===== src/rtl/unbuffer_sched_pkg.sv =====
// Shared widths and read-FSM encoding for the unbuffer scheduler.
package unbuffer_sched_pkg;
  localparam int NIB_W         = 4;
  localparam int NIBS_PER_WORD = 6;
  localparam int WORD_W        = NIB_W * NIBS_PER_WORD;
  localparam int PH_W          = 3;

  // IDLE wait for group | SHIFT replay 6 nibbles | FLUSH unbuffer loads | CAPT output register
  typedef enum logic [1:0] {
    ST_IDLE  = 2'd0,
    ST_SHIFT = 2'd1,
    ST_FLUSH = 2'd2,
    ST_CAPT  = 2'd3
  } rd_state_e;
endpackage


===== src/rtl/unbuffer_sched_fifo.sv =====
// Whole-group nibble FIFO: {sof,nib} entries, partial-group rollback, committed-group count.
module unbuffer_sched_fifo
  import unbuffer_sched_pkg::*;
#(
  parameter int FIFO_GROUPS = 2
) (
  input  logic             clk,
  input  logic             reset,
  input  logic             wr_en_i,
  input  logic             wr_sof_i,
  input  logic [NIB_W-1:0] wr_nib_i,
  input  logic             pop_i,
  input  logic             take_i,
  output logic [NIB_W-1:0] head_nib_o,
  output logic             head_sof_o,
  output logic             full_o,
  output logic             grp_avail_o,
  output logic             rollback_o
);
  localparam int DEPTH = NIBS_PER_WORD * FIFO_GROUPS;
  localparam int PW    = $clog2(DEPTH);
  localparam int CW    = $clog2(DEPTH + 1);
  localparam int GW    = $clog2(FIFO_GROUPS + 1);

  logic [NIB_W:0]  mem_q [DEPTH];
  logic [PW-1:0]   wr_ptr_q, wr_ptr_d, rd_ptr_q, rd_ptr_d, base_q, base_d, wr_addr;
  logic [CW-1:0]   cnt_q, cnt_d;
  logic [GW-1:0]   grp_q, grp_d;
  logic [PH_W-1:0] wpos_q, wpos_d;
  logic            rollback, commit;

  function automatic logic [PW-1:0] ptr_inc(input logic [PW-1:0] p);
    return (p == PW'(DEPTH - 1)) ? '0 : p + PW'(1);
  endfunction

  always_comb begin
    rollback = wr_en_i && wr_sof_i && (wpos_q != '0);
    commit   = wr_en_i && !rollback && (wpos_q == PH_W'(NIBS_PER_WORD - 1));
    wr_addr  = rollback ? base_q : wr_ptr_q;
    wr_ptr_d = wr_ptr_q;
    base_d   = base_q;
    wpos_d   = wpos_q;
    cnt_d    = cnt_q;
    rd_ptr_d = pop_i ? ptr_inc(rd_ptr_q) : rd_ptr_q;
    if (wr_en_i) begin
      wr_ptr_d = ptr_inc(wr_addr);
      if (commit) begin
        wpos_d = '0;
        base_d = ptr_inc(wr_ptr_q);
      end else if (rollback) begin
        wpos_d = PH_W'(1);
      end else begin
        wpos_d = wpos_q + PH_W'(1);
      end
      // the partial group's entries are released and the sof nibble replaces them
      cnt_d = rollback ? cnt_q - CW'(wpos_q) + CW'(1) : cnt_q + CW'(1);
    end
    if (pop_i) cnt_d = cnt_d - CW'(1);
    grp_d = grp_q + GW'(commit) - GW'(take_i);
  end

  always_ff @(posedge clk or negedge reset) begin
    if (!reset) begin
      for (int i = 0; i < DEPTH; i++) mem_q[i] <= '0;
      wr_ptr_q <= '0;
      rd_ptr_q <= '0;
      base_q   <= '0;
      cnt_q    <= '0;
      grp_q    <= '0;
      wpos_q   <= '0;
    end else begin
      if (wr_en_i) mem_q[wr_addr] <= {wr_sof_i, wr_nib_i};
      wr_ptr_q <= wr_ptr_d;
      rd_ptr_q <= rd_ptr_d;
      base_q   <= base_d;
      cnt_q    <= cnt_d;
      grp_q    <= grp_d;
      wpos_q   <= wpos_d;
    end
  end

  assign head_nib_o  = mem_q[rd_ptr_q][NIB_W-1:0];
  assign head_sof_o  = mem_q[rd_ptr_q][NIB_W];
  assign full_o      = (cnt_q == CW'(DEPTH));
  assign grp_avail_o = (grp_q != '0);
  assign rollback_o  = rollback;
endmodule


===== src/rtl/unbuffer_sched.sv =====
// Replays aligned 6-nibble groups into the unbuffer and captures its words into a valid/ready register.
module unbuffer_sched
  import unbuffer_sched_pkg::*;
#(
  parameter int FIFO_GROUPS = 2
) (
  input  logic              clk,
  input  logic              reset,
  input  logic [NIB_W-1:0]  in_nib,
  input  logic              in_sof,
  input  logic              in_valid,
  output logic              in_ready,
  output logic [NIB_W-1:0]  ub_nib,
  output logic              ub_enable,
  output logic              ub_reset,
  input  logic [WORD_W-1:0] ub_word,
  output logic [WORD_W-1:0] word_out,
  output logic              word_sof,
  output logic              word_valid,
  input  logic              word_ready,
  output logic              locked,
  output logic              align_err
);
  rd_state_e         state_q, state_d;
  logic [PH_W-1:0]   ph_q, ph_d;
  logic              sof_lat_q, sof_lat_d;
  logic [WORD_W-1:0] word_q, word_d;
  logic              wsof_q, wsof_d, wvalid_q, wvalid_d;
  logic              locked_q, aerr_q, ub_rst_q;
  logic              accept, wr_en, pop, take, full, grp_avail, rollback, head_sof;
  logic [NIB_W-1:0]  head_nib;

  assign in_ready = !full;
  assign accept   = in_valid && in_ready;
  // before lock only a frame start may enter the FIFO
  assign wr_en    = accept && (locked_q || in_sof);

  unbuffer_sched_fifo #(.FIFO_GROUPS(FIFO_GROUPS)) u_fifo (
    .clk        (clk),
    .reset      (reset),
    .wr_en_i    (wr_en),
    .wr_sof_i   (in_sof),
    .wr_nib_i   (in_nib),
    .pop_i      (pop),
    .take_i     (take),
    .head_nib_o (head_nib),
    .head_sof_o (head_sof),
    .full_o     (full),
    .grp_avail_o(grp_avail),
    .rollback_o (rollback)
  );

  always_comb begin
    state_d   = state_q;
    ph_d      = ph_q;
    sof_lat_d = sof_lat_q;
    word_d    = word_q;
    wsof_d    = wsof_q;
    wvalid_d  = wvalid_q && !word_ready;
    pop       = 1'b0;
    take      = 1'b0;
    ub_enable = 1'b0;
    ub_nib    = '0;
    case (state_q)
      ST_IDLE: begin
        if (grp_avail) begin
          state_d = ST_SHIFT;
          ph_d    = '0;
          take    = 1'b1;
        end
      end
      ST_SHIFT: begin
        pop    = 1'b1;
        ub_nib = head_nib;
        if (ph_q == '0) begin
          ub_enable = 1'b1;
          sof_lat_d = head_sof;
        end
        if (ph_q == PH_W'(NIBS_PER_WORD - 1)) state_d = ST_FLUSH;
        else ph_d = ph_q + PH_W'(1);
      end
      ST_FLUSH: state_d = ST_CAPT;
      ST_CAPT: begin
        if (!wvalid_q || word_ready) begin
          word_d   = ub_word;
          wsof_d   = sof_lat_q;
          wvalid_d = 1'b1;
          if (grp_avail) begin
            state_d = ST_SHIFT;
            ph_d    = '0;
            take    = 1'b1;
          end else begin
            state_d = ST_IDLE;
          end
        end
      end
      default: state_d = ST_IDLE;
    endcase
  end

  always_ff @(posedge clk or negedge reset) begin
    if (!reset) begin
      state_q   <= ST_IDLE;
      ph_q      <= '0;
      sof_lat_q <= 1'b0;
      word_q    <= '0;
      wsof_q    <= 1'b0;
      wvalid_q  <= 1'b0;
      locked_q  <= 1'b0;
      aerr_q    <= 1'b0;
      ub_rst_q  <= 1'b1;
    end else begin
      state_q   <= state_d;
      ph_q      <= ph_d;
      sof_lat_q <= sof_lat_d;
      word_q    <= word_d;
      wsof_q    <= wsof_d;
      wvalid_q  <= wvalid_d;
      locked_q  <= locked_q | (accept && in_sof);
      aerr_q    <= rollback;
      ub_rst_q  <= 1'b0;
    end
  end

  assign word_out   = word_q;
  assign word_sof   = wsof_q;
  assign word_valid = wvalid_q;
  assign locked     = locked_q;
  assign align_err  = aerr_q;
  assign ub_reset   = ub_rst_q;
endmodule


===== config.mk =====
export PLATFORM = sky130hd
export DESIGN_NAME = unbuffer_sched
export DESIGN_NICKNAME = d
export VERILOG_FILES = /design/src/rtl/unbuffer_sched_pkg.sv /design/src/rtl/unbuffer_sched_fifo.sv /design/src/rtl/unbuffer_sched.sv
export SDC_FILE = /design/constraint.sdc
export NUM_CORES = 1
export LEC_CHECK = 0
export BUFFER_PORTS_ARGS = -buffer_cell sky130_fd_sc_hd__buf_2
export CAP_MARGIN = 20
export CORE_ASPECT_RATIO = 0.6
export CORE_MARGIN = 2
export CORE_UTILIZATION = 50
export CTS_BUF_LIST = sky130_fd_sc_hd__clkbuf_16
export CTS_CLUSTER_DIAMETER = 120
export CTS_CLUSTER_SIZE = 10
export DETAILED_ROUTE_END_ITERATION = 8
export PLACE_DENSITY = 0.7
export SETUP_SLACK_MARGIN = 0.4
export SKIP_CTS_REPAIR_TIMING = 1
export SLEW_MARGIN = 20
export SYNTH_ARGS = -nofsm -noshare
export SYNTH_HDL_FRONTEND = slang
export SYNTH_HIERARCHICAL = 1
export SYNTH_SLANG_ARGS = --single-unit
export TNS_END_PERCENT = 10

===== constraint.sdc =====
create_clock -name clk -period 3.2 [get_ports clk]
set_clock_uncertainty 0.05 [all_clocks]
set_input_delay 0.64 -clock clk [delete_from_list [all_inputs] [get_ports clk]]
set_output_delay 0.64 -clock clk [all_outputs]
set_load 0.03 [all_outputs]

# == Yosys cells after proc, flatten, opt, wreduce, memory -nomap -nowiden ==
# Cells that the tools add are included.
# word_totals
reg_bits,116
out_inout_bits,35
wordCells,115
# op_classes
n_addsub,11
n_lt_le_gt_ge,3
n_eq_ne,13
mux,33
n_bitwise,3
reduce_logical,25
# ops
cell,n
$bwmux 60,1
$mux 4,8
$add 4x1->4 const B,5
$bmux 5 s4,1
$demux 5 s4,1
$eq 4x4->1 const B,4
$mux 3,5
$mux 5,3
$ge 5x5->1 const B,2
$not 4->5,2
$logic_and 1x1->1,9
$pmux 3 s3,1
$mux 1,8
$ne 2x2->1 const B,4
$pmux 2 s4,1
$add 3x1->3 const B,2
$eq 3x3->1 const B,2
$mux 2,3
$reduce_and 2->1,3
$reduce_and 3->1,2
$reduce_bool 3->1,2
$lt 5x1->1 const B,1
$eq 2x2->1 const B,2
$logic_not 1->1,4
11 further kinds,12

# == Logic depth before layout (Yosys ltp) ==
# logic_depth
ltp_word,13
mapped_depth,13
mapped_depth_nobuf,12

# == Hierarchy ==
# The synthesis kept the hierarchy.
# by_module_without_submodules
module,instances,cells_per_inst,area_each_um2,seq_area_each_um2
unbuffer_sched_fifo,1,327,4302.9,2026.9
unbuffer_sched,1,113,1561.5,877.1

# == Worst setup path before layout ==
# No wires, ideal clock.
# synth_timing
kind,register to register
start,register u_fifo.cnt_q[0]
end,register u_fifo.grp_q[1]
setup_ps,123
t_arrival_ps,2828
t_required_ps,3027
slack_ps,200
stages_incl_launch_ff,14
path_cell_list,dfrtp_1 inv_1 ha_1 and3_1 inv_1 o211a_1 clkbuf_1 clkbuf_1 nand4b_1 ha_1 inv_1 ha_1 xnor2_1 xnor2_1
# synth_between
elab_chain_len,11
# synth_rtl
item,line_no,rtl
"start, declared",unbuffer_sched_fifo.sv:27,"logic [CW-1:0] cnt_q, cnt_d;"
"start signal, assigned",unbuffer_sched_fifo.sv:76,cnt_q <= cnt_d;
$eq 4x4->1 (*),unbuffer_sched_fifo.sv:84,assign full_o = (cnt_q == CW'(DEPTH));
named net full,unbuffer_sched.sv:30,"logic accept, wr_en, pop, take, full, grp_avail, rollback, head_sof;"
$logic_not 1->1 (*),unbuffer_sched.sv:33,assign in_ready = !full;
named net in_ready,unbuffer_sched.sv:12,"output logic in_ready,"
$logic_and 1x1->1 (*),unbuffer_sched.sv:34,assign accept = in_valid && in_ready;
$logic_and 1x1->1 (*),unbuffer_sched.sv:36,assign wr_en = accept && (locked_q || in_sof);
named net wr_en,unbuffer_sched.sv:30,
$logic_and 1x1->1 (2 in series),unbuffer_sched_fifo.sv:37,rollback = wr_en_i && wr_sof_i && (wpos_q != '0);
$logic_not 1->1,unbuffer_sched_fifo.sv:38,commit = wr_en_i && !rollback && (wpos_q == PH_W'(NIBS_PER_WORD - 1));
$logic_and 1x1->1 (*) (2 in series),unbuffer_sched_fifo.sv:38,
$add 2x1->2 (*),unbuffer_sched_fifo.sv:59,grp_d = grp_q + GW'(commit) - GW'(take_i);
$sub 2x1->2 (*),unbuffer_sched_fifo.sv:59,
named net u_fifo.grp_d[1],unbuffer_sched_fifo.sv:28,"logic [GW-1:0] grp_q, grp_d;"
"end signal, assigned",unbuffer_sched_fifo.sv:77,grp_q <= grp_d;
"end, declared",unbuffer_sched_fifo.sv:28,
# Mark *: on every way through the listed nets, which the timed path passes. The rest lies on a longest branch.
# A chain may end at the register's enable or synchronous reset.

# == Final worst setup path ==
# layout_timing
start,register u_fifo.cnt_q[1]
end,register u_fifo/mem_q[38] in the netlist's numbering
# layout_between
elab_chain_len,13
word_cells_on_any_way,14
cone_classes,2 x order compare; 1 x eq/ne; 4 x mux; 1 x bitwise; 6 x reduce/logical
# layout_rtl
item,line_no,rtl
$eq 4x4->1 (*),unbuffer_sched_fifo.sv:84,
named net full,unbuffer_sched.sv:30,
$logic_not 1->1 (*),unbuffer_sched.sv:33,
$logic_and 1x1->1 (*),unbuffer_sched.sv:34,
$logic_and 1x1->1 (*),unbuffer_sched.sv:36,
named net wr_en,unbuffer_sched.sv:30,
$logic_and 1x1->1 (*) (2 in series),unbuffer_sched_fifo.sv:37,
named net rollback,unbuffer_sched.sv:30,
$mux 4 (*),unbuffer_sched_fifo.sv:39,wr_addr = rollback ? base_q : wr_ptr_q;
$not 4->5 (not written as such) (*),unbuffer_sched_fifo.sv:72,"if (wr_en_i) mem_q[wr_addr] <= {wr_sof_i, wr_nib_i};"
$ge 5x5->1 (not written as such) / $lt 5x1->1 (equally long branches),unbuffer_sched_fifo.sv:72,
$logic_and 1x1->1 (not written as such),unbuffer_sched_fifo.sv:72,
$mux 5 (not written as such),unbuffer_sched_fifo.sv:72,
$demux 5 s4 (*),unbuffer_sched_fifo.sv:72,
$bwmux 60 (*),unbuffer_sched_fifo.sv:72,
"end signal, assigned by index",unbuffer_sched_fifo.sv:72,
"end, declared",unbuffer_sched_fifo.sv:25,logic [NIB_W:0] mem_q [DEPTH];
# Marks and branches as above.

==> summary.md <==
| Metric | Value |
|---|---|
| Worst-Skew Late Latency | around 0.41 ns |
| Port buffer count | between 60 and 70 |
| Final setup fails | 0 |
| Final net count | 595 |
| FMAX | ~360 MHz |
| Max Slew Vio Count | 0 |
| Pwr/cell area | ~1200 nW/µm² |
| P_leak | 3.37 nW |
| Initial Util | between 50% and 60% |
| Cell area after synthesis | 5860 µm² |
| Number of synthesized register bits | approximately 120 |
| Register area share after synthesis | between 40 and 50% |
| DRT iter0 DRCs | 304 |
| IO Pins | 68 |
| Unrepaired setup endpoints after global routing | yes |
| CP startpoint kind | flip-flop |
| Final setup TNS | 0 ns |
| # fillers | 832 |
| CORE AREA | between 10000 and 15000 µm² |
| Total GRT Usage | between 20% and 30% |
| Vias in the first global route | ~3.7k |
| Critical path type | flip-flop to flip-flop |
| Die height | around 88 µm |
| Gate family responsible for the most delay along the worst path | simple AND/OR/NAND/NOR gates |
| Largest net degree at the start of global routing | 74 |
| Worst hold path type | primary input to asynchronous set/reset pin |
| DR vias/cell | about 5.5 |
| Post-Syn Nets | about 500 |
| Worst path max stage delay | 0.39 ns |
| CTS root buf | clkbuf_16 |
| Crit path DAT | about 3.1 ns |
| Post-route ant nets | 0 |
| Antenna violations before repair | 0 |
| Outcome | finished, final reports clean |
| Critical Path Slowest Stage Cell | dfrtp_1 |
| Main synth FF type | dfrtp_1 |
| Synth Warn # | 6 |
| Async set or reset register ratio after synthesis | between 90% and 100% |
| Rel. slew slack | 57.7% |
| CTS tree | built |
| Post-synth top area share | 49.1% |
| Actual slew at the worst max-slew pin | around 0.62 ns |
| N_diodes | 0 |
| DR WL/cell | roughly 18 µm |
| CTS Buffer Depth | 2 |
| CP Capture Type | flip-flop |
| CTS Sinks | about 120 |
| Worst Path Max Fanout | 5 |
| Max-cap violations | 0 |
| Grt total ovfl | 0 |
| Drt first pass iters | 4 |
| Detailed placement HPWL | roughly 8400 µm |
| Cell variety after synth | 55 |
| Cell area after layout | ~7300 µm² |
| Worst endpoint required time | about 3.4 ns |
| Vias | roughly 3.9k |
| CP bufs+invs | 3 |
| Fin crit period | 2.82 ns |
| Top cell type by total area after synthesis | dfrtp_1 |
| Chip Width | around 140 µm |
| Crit share post-route | 88.0% |
| H-Tree Level Count | 4 |
| Clock slew at reported path FFs | about 0.06 ns |
| Num CTS Buffers | 17 |
| DRC Markers | 0 |
| Dominant cells by area after synthesis | dfrtp_1 49%, mux2_2 17%, ha_1 5.8%, mux4_2 5.8%, nor3_4 2.2% |
| Worst vdd ir | ~0.00047 V |
| Synthesized netlist cell count | 440 |
| Post-synth EDFFs | 0 |
| Mean Syn Cell Area | around 13 µm² |
| Gpl congestion | between 0.7 and 0.8 |
| Share of cells above drive strength 1 | around half |
| Area grow syn2layout | 25.3% |
| Hold Fails Final Rpt | 0 |
| Drt total wl | ~13000 µm |
| First-pass GRT wire length | 19900 µm |
| Crit path cell chain | inv_2 > ha_1 > and3_4 > inv_2 > o211a_1 > and3_4 > mux2i_4 > ha_2 > nand2_4 > nor3_4 > buf_12 > mux2_2 |
| # rows | 30 |
| Die footprint | roughly 13000 µm² |
| DP Area | 6370 µm² |
[sequential cells by signal (all words and copies together) (netlist names), 3 cells and up]
register	count
u_fifo/cnt_q	4
u_fifo/rd_ptr_q	4
word_out	24
u_fifo/mem_q	60
u_fifo/wpos_q	3
u_fifo/wr_ptr_q	4
ph_q	3
u_fifo/base_q	4
[stage by stage]
stage | hold WS [ns] | cells | setup slack [ns] | total power [mW] | utilization [%]
global placement | 0.403 | 653 | 0.135 | 6.05 | 56.0
finish | 0.174 | 707 | 0.383 | 8.58 | 64.6
floorplan | 0.294 | 440 | 0.406 | 5.33 | -
CTS | 0.195 | 685 | 0.0569 | 8.18 | 61.3
global route | 0.220 | 707 | 0.265 | 9.09 | 64.6
detailed placement | 0.407 | 653 | 0.150 | 6.19 | 56.0
[report_power, final]
part | internal, mW | switching [mW] | total [mW]
Sequential | 2.18 | 0.535 | 2.72
Combinational | 1.94 | 2.00 | 3.93
Clock | 1.28 | 0.652 | 1.93
Total | 5.40 | 3.18 | 8.58
[Yosys cell counts (4+ instances only)]
cell,n
nor2_1,9
mux2i_1,12
o22ai_1,7
xnor2_1,8
nand2b_1,4
inv_1,25
o21ai_0,8
dfrtp_1,115
mux2_2,90
clkbuf_1,12
and3_1,5
nor3_4,8
mux4_2,15
ha_1,27
nor3_1,4
and2_1,5
nand2_1,21
a21oi_1,8
[path summary, 6_finish.rpt]
check	startpoint	to	slack (ns)	depth (start not counted)
max in group asynchronous	reset	u_fifo/rd_ptr_q[0]$_DFFE_PN0P_	2.11	2
max reg2reg	u_fifo/cnt_q[1]$_DFF_PN0_	u_fifo/mem_q[38]$_DFFE_PN0P_	0.38	12
min in group clk	ub_word[8]	word_out[8]$_DFFE_PN0P_	0.41	2
min reg2reg	u_fifo/grp_q[1]$_DFF_PN0_	u_fifo/grp_q[1]$_DFF_PN0_	0.41	1
min	reset	u_fifo/mem_q[22]$_DFFE_PN0P_	0.17	1
max	u_fifo/cnt_q[1]$_DFF_PN0_	u_fifo/mem_q[38]$_DFFE_PN0P_	0.38	12
[cells in the final DEF (no fill, tap or decap), types with 6 or more instances in the layout]
master,instances
dfrtp_1,113
mux2_2,84
buf_2,66
inv_1,26
ha_1,23
buf_4,21
clkbuf_16,18
nand2_1,17
mux4_2,15
mux2i_1,9
a21oi_1,8
mux2_4,8
xnor2_1,8
nor3_4,8
o21ai_0,8
o22ai_1,7
clkinv_2,6
[cell families after synthesis]
logic type      Yosys count  share of synthesized area [%]
flops                   116                           49.5
mux                     121                           26.1
simple gates             75                           8.36
compound gates           44                           5.12
fa+ha+maj                28                           6.10
other cells               1                         0.0639
buf+inv                  46                           3.37
xor+xnor                  9                           1.34
[cell type report]
class / instances / area (µm²) / share of cell area [%]
Tap cell: 160 / 200 / 2.72
Multi-Input combinational cell: 279 / 2910 / 39.7
Inverter: 25 / 93.8 / 1.28
Timing Repair Buffer: 95 / 636 / 8.65
Clock buffer: 17 / 425 / 5.79
Sequential cell: 116 / 2910 / 39.6
Clock inverter: 15 / 173 / 2.35
[routing by layer]
layer | vias to the layer above | track usage (%) | wire [µm]
met3 | 7 | 6.18 | 798
met2 | 102 | 29.8 | 5840
met5 | - | 0 | 0
li1 | 1782 | - | -
met1 | 1969 | 31.7 | 6190
met4 | 0 | 6.51 | 97
(Power assumes the default switching activity.)
